## config.mk

```make
export PLATFORM = sky130hd
export DESIGN_NAME = cpu_run_controller
export DESIGN_NICKNAME = d
export VERILOG_FILES = /design/src/rtl/cpu_run_pkg.sv /design/src/rtl/button_debouncer.sv /design/src/rtl/cpu_run_controller.sv
export SDC_FILE = /design/constraint.sdc
export NUM_CORES = 1
export LEC_CHECK = 0
export CORE_MARGIN = 2
export CORE_UTILIZATION = 35
export CTS_BUF_LIST = sky130_fd_sc_hd__clkbuf_4
export DETAILED_ROUTE_END_ITERATION = 8
export PLACE_DENSITY = 0.67
export SLEW_MARGIN = 20
export SYNTH_ARGS = -nofsm -noshare
export SYNTH_HDL_FRONTEND = slang
export SYNTH_SLANG_ARGS = --single-unit
```

## constraint.sdc

```tcl
create_clock -name clock -period 1.7 [get_ports clock]
set_input_delay 0.255 -clock clock [delete_from_list [all_inputs] [get_ports clock]]
set_output_delay 0.255 -clock clock [all_outputs]
set_load 0.02 [all_outputs]
```

## src/rtl/cpu_run_pkg.sv

```systemverilog
// Shared run-controller types and a counter-width helper.
// Pure declarations; no latency, no backpressure.
package cpu_run_pkg;

    typedef enum logic [1:0] {
        HALT = 2'd0,
        RUN  = 2'd1,
        STEP = 2'd2
    } run_state_t;

    // A modulo-n counter needs at least one bit even when n is 1.
    function automatic int cnt_width(input int n);
        return (n > 1) ? $clog2(n) : 1;
    endfunction

endpackage

```

## src/rtl/button_debouncer.sv

```systemverilog
// Synchronizes and debounces one raw button; press is a one-cycle pulse on accepted 0->1.
// Latency 3+DEBOUNCE cycles from a clean raw edge to press; no backpressure.
module button_debouncer
    import cpu_run_pkg::*;
#(
    parameter int DEBOUNCE = 4
) (
    input  logic clock,
    input  logic n_reset,
    input  logic raw,
    output logic level,
    output logic press
);

    localparam int CW = cnt_width(DEBOUNCE);

    logic          r_sync1;
    logic          r_sync2;
    logic          r_level;
    logic          r_level_q;
    logic          r_press;
    logic [CW-1:0] r_cnt;

    always_ff @(posedge clock or negedge n_reset) begin
        if (!n_reset) begin
            r_sync1   <= 1'b0;
            r_sync2   <= 1'b0;
            r_level   <= 1'b0;
            r_level_q <= 1'b0;
            r_press   <= 1'b0;
            r_cnt     <= '0;
        end else begin
            r_sync1 <= raw;
            r_sync2 <= r_sync1;
            // Any sample matching the accepted level restarts the stability window.
            if (r_sync2 == r_level) begin
                r_cnt <= '0;
            end else if (r_cnt == CW'(DEBOUNCE - 1)) begin
                r_level <= r_sync2;
                r_cnt   <= '0;
            end else begin
                r_cnt <= r_cnt + CW'(1);
            end
            r_level_q <= r_level;
            r_press   <= r_level & ~r_level_q;
        end
    end

    assign level = r_level;
    assign press = r_press;

endmodule

```

## src/rtl/cpu_run_controller.sv

```systemverilog
// Run/halt/single-step sequencer producing a divided-rate cpu_enable strobe for the 1-bit core.
// Strobe lands on the first tick after a state change; halt_req acts in the tick cycle; no backpressure.
module cpu_run_controller
    import cpu_run_pkg::*;
#(
    parameter int RATIO       = 2,
    parameter int DEBOUNCE    = 4,
    parameter int COUNT_WIDTH = 16
) (
    input  logic                   clock,
    input  logic                   n_reset,
    input  logic                   btn_run,
    input  logic                   btn_step,
    input  logic                   halt_req,
    output logic                   cpu_enable,
    output logic                   running,
    output logic [COUNT_WIDTH-1:0] step_count
);

    localparam int DW = cnt_width(RATIO);

    logic [DW-1:0]          r_div;
    run_state_t             r_state;
    logic                   r_running;
    logic [COUNT_WIDTH-1:0] r_count;
    logic                   w_tick;
    logic                   w_run_press;
    logic                   w_step_press;
    logic                   w_cpu_enable;

    button_debouncer #(.DEBOUNCE(DEBOUNCE)) u_run_btn (
        .clock   (clock),
        .n_reset (n_reset),
        .raw     (btn_run),
        .level   (),
        .press   (w_run_press)
    );

    button_debouncer #(.DEBOUNCE(DEBOUNCE)) u_step_btn (
        .clock   (clock),
        .n_reset (n_reset),
        .raw     (btn_step),
        .level   (),
        .press   (w_step_press)
    );

    assign w_tick       = (r_div == DW'(RATIO - 1));
    assign w_cpu_enable = w_tick & (((r_state == RUN) & ~halt_req) | (r_state == STEP));

    always_ff @(posedge clock or negedge n_reset) begin
        if (!n_reset) begin
            r_div <= '0;
        end else if (w_tick) begin
            r_div <= '0;
        end else begin
            r_div <= r_div + DW'(1);
        end
    end

    always_ff @(posedge clock or negedge n_reset) begin
        if (!n_reset) begin
            r_state   <= HALT;
            r_running <= 1'b0;
            r_count   <= '0;
        end else begin
            if (w_cpu_enable) begin
                r_count <= r_count + COUNT_WIDTH'(1);
            end
            case (r_state)
                HALT: begin
                    if (w_run_press) begin
                        r_state   <= RUN;
                        r_running <= 1'b1;
                    end else if (w_step_press) begin
                        r_state <= STEP;
                    end
                end
                RUN: begin
                    if ((w_tick & halt_req) | w_run_press) begin
                        r_state   <= HALT;
                        r_running <= 1'b0;
                    end
                end
                STEP: begin
                    // A run press keeps the pending step alive as the first RUN strobe.
                    if (w_run_press) begin
                        r_state   <= RUN;
                        r_running <= 1'b1;
                    end else if (w_tick) begin
                        r_state <= HALT;
                    end
                end
                default: begin
                    r_state   <= HALT;
                    r_running <= 1'b0;
                end
            endcase
        end
    end

    assign cpu_enable = w_cpu_enable;
    assign running    = r_running;
    assign step_count = r_count;

endmodule

```

==> results_dict.tcl <==
set metrics [dict create \
    status "finished, violations left" \
    failed_checks "setup timing" \
    drt-initial-drc-count 16 \
    start_util_pct 36.33 \
    yosys_register_bits 34 \
    final_net_count 146 \
    cts.sinks 34 \
    rows 22 \
    synth.top_cell.area_share_pct 63.97 \
    synth_ff_type "dfrtp_1" \
    path_delay_family "simple AND/OR/NAND/NOR gates" \
    core-area_sq_um 3661 \
    overflow 0 \
    wl_um 2293 \
    cp-end-kind "flip-flop" \
    arrival_ps 1950 \
    clock_skew_ps 8.284 \
    cts.clk_slew.worst_paths_ps 100 \
    nFillCells 334 \
    p_per_area_nw_per_um2 1323 \
    grt_pass1_wl_um 4215 \
    synthesis.nets 108 \
    synth_common_cells "34 x dfrtp_1, 10 x nand2_1, 10 x xnor2_1, 7 x xor2_1" \
    slew_headroom_pct 72.69 \
    cts_tree "yes" \
    io_buffers 22 \
    fp.dieW_um 65.65 \
    chipHeight_um 65.65 \
    hpwl_um 1607 \
    r2r_setup_slack_ps -30 \
    required_ps 1920 \
    reg2reg_depth 6 \
    place_ws_ps -395.6 \
    peakVddDrop_uv 589.1 \
    slew_viol_final 0 \
    vias 881 \
    finalHoldViolCount 0 \
    drc 0 \
    async_flop_share_pct 100.0 \
    drt_pass1_iterations 4 \
    timing.rr.start "r_state[1]$_DFFE_PN0P_" \
    cpPeakStageDelay_ps 400 \
    fin_crit_ps 1733 \
    cp_max_fo 4 \
    antenna_found_initial 0 \
    rsz0062_at_grt "true" \
    drive_above_1_share_pct 17.99 \
    fmax_mhz 577.0 \
    yosysMostFrequentCell "dfrtp_1" \
    yosysUniqueCellTypes 24 \
    grt_max_degree 35 \
    routedWlPerCell_um 12.26 \
    r2r_end "step_count[12]$_DFFE_PN0P_" \
    syn_area_sq_um 1330 \
    syn_to_final_growth_pct 32.46 \
    cts_hold_buf 0 \
    cp_num_buf_inv 2 \
    cts_buffer_depth 2 \
    synth_area_leader_cell "dfrtp_1" \
    power.total_uw 2331 \
    postRouteAntennaNets 0 \
    fin_tns_setup_ps -85.32 \
    worst_slew_pin_slew_ps 409.7 \
    yosysSeqAreaShare_pct 63.97 \
    gr-usage-all-layers_pct 12.95 \
    dieArea_sq_um 4309 \
    syn_inst 100 \
    drv_cap 0 \
    path_cells "or3b_4 > buf_6 > a2111oi_4 > buf_4 > nand4_1 > xnor2_1" \
    root_buffer "clkbuf_4" \
    clock_latency_ps 330 \
    synth-edff-count 0 \
    cp_slowest_cell "or3b_4" \
    htree_num_levels 2 \
    grt_pass1_vias 973 \
    gp_congestion 0.7882 \
    antennaDiodeCount 0 \
    start_kind "flip-flop" \
    synth_area_leaders "dfrtp_1 64%, xnor2_1 6.6%, xor2_1 4.6%, ha_1 2.8%, nand2_1 2.8%" \
    period_share_pct 101.9 \
    hold_path_class "in -> async" \
    viasPerCell 4.711 \
    yosys_warnings 0 \
    setup_viol 3 \
    cts_made_buffers 5 \
    p_leak_uw 0.0007792 \
    hold_ws_ps 320.3 \
    postSynthAreaPerCell_sq_um 13.30 \
    setup_ws_ps -32.99 \
    io_pins 23 \
    crit_type "reg -> reg" \
]
[layout make-up]
type	count	area, sq um	share of cell area [%]
Timing Repair Buffer	31	301.5	17.12
Multi-Input combinational cell	64	488.0	27.70
Clock buffer	6	45.04	2.557
Clock inverter	2	8.758	0.4972
Sequential cell	34	850.8	48.30
Inverter	2	7.507	0.4261
Tap cell	48	60.06	3.409
[registers in the layout, summed over array words and instances (netlist names), 2 cells and up]
| signal | cells |
|---|---|
| r_state | 2 |
| u_run_btn.r_cnt | 2 |
| step_count | 16 |
| u_step_btn.r_cnt | 2 |
[layer usage]
layer / GRT usage, % / share of wire (%) / routed length [um] / up-vias
li1: - / - / - / 417
met4: 4.688 / 1.4 / 31 / 0
met2: 19.95 / 48 / 1109 / 27
met3: 5.479 / 6.1 / 141 / 4
met1: 16.19 / 44 / 1011 / 433
met5: 0 / 0 / 0 / -
[power breakdown]
group | total (uW) | switching, uW | internal (uW)
Clock | 428 | 257 | 171
Sequential | 1140 | 128 | 1010
Combinational | 766 | 369 | 397
[layout by cell type (no fill, tap or decap), types with 3 or more instances in the layout]
| cell type | n |
|---|---|
| xnor2_1 | 10 |
| clkbuf_4 | 6 |
| dfrtp_1 | 34 |
| nor2_1 | 4 |
| nand2_1 | 10 |
| ha_1 | 3 |
| xor2_1 | 7 |
| clkdlybuf4s50_1 | 13 |
| nand4_1 | 3 |
| dlymetal6s2s_1 | 6 |
| nor2b_1 | 4 |
| mux2_2 | 3 |
| buf_4 | 9 |
[worst register-to-register path, cell delays in order (launching register included)]
cell       delay [ps]
dfrtp_1           390
or3b_4            400
buf_6             140
a2111oi_4         270
buf_4             180
nand4_1           110
xnor2_1           150
[cell families (layout without fill, tap and decap cells)]
| group | count (synthesis) | after routing | share of synthesized area (%) |
|---|---|---|---|
| XOR/XNOR | 17 | 17 | 11.19 |
| AND/OR/NAND/NOR | 32 | 32 | 13.17 |
| buffers and inverters | 2 | 41 | 0.5647 |
| adder cells (fa/ha/maj) | 3 | 3 | 2.823 |
| AO/OA/AOI/OAI | 8 | 8 | 4.986 |
| multiplexers | 4 | 4 | 3.292 |
| flip-flops | 34 | 34 | 63.97 |
[worst max path at each step]
stage	from	cells past startpoint	endpoint
final	r_state[1]$_DFFE_PN0P_	6	step_count[12]$_DFFE_PN0P_
after global routing	r_state[1]$_DFFE_PN0P_	4	step_count[13]$_DFFE_PN0P_
after CTS	r_state[1]$_DFFE_PN0P_	6	step_count[12]$_DFFE_PN0P_
after global placement	halt_req	4	cpu_enable
after floorplan	r_state[1]$_DFFE_PN0P_	4	step_count[15]$_DFFE_PN0P_
after detailed placement	halt_req	7	step_count[14]$_DFFE_PN0P_
[metrics by stage]
| step | util [%] | cells | instance area [sq um] |
|---|---|---|---|
| floorplan | - | 100 | 1334 |
| global placement | 45.73 | 178 | 1674 |
| detailed placement | 45.73 | 178 | 1674 |
| CTS | 47.61 | 187 | 1743 |
| global route | 48.12 | 187 | 1762 |
| finish | 48.12 | 187 | 1762 |
[repair_timing]
action | in CTS | in global routing
setup endpoints to repair | 10 | 16
setup buffers | 1 | 0
cloned | 0 | 0
pin swaps | 1 | 3
resized for setup | 8 | 7
No activity file was read; power rests on OpenSTA's default activity.
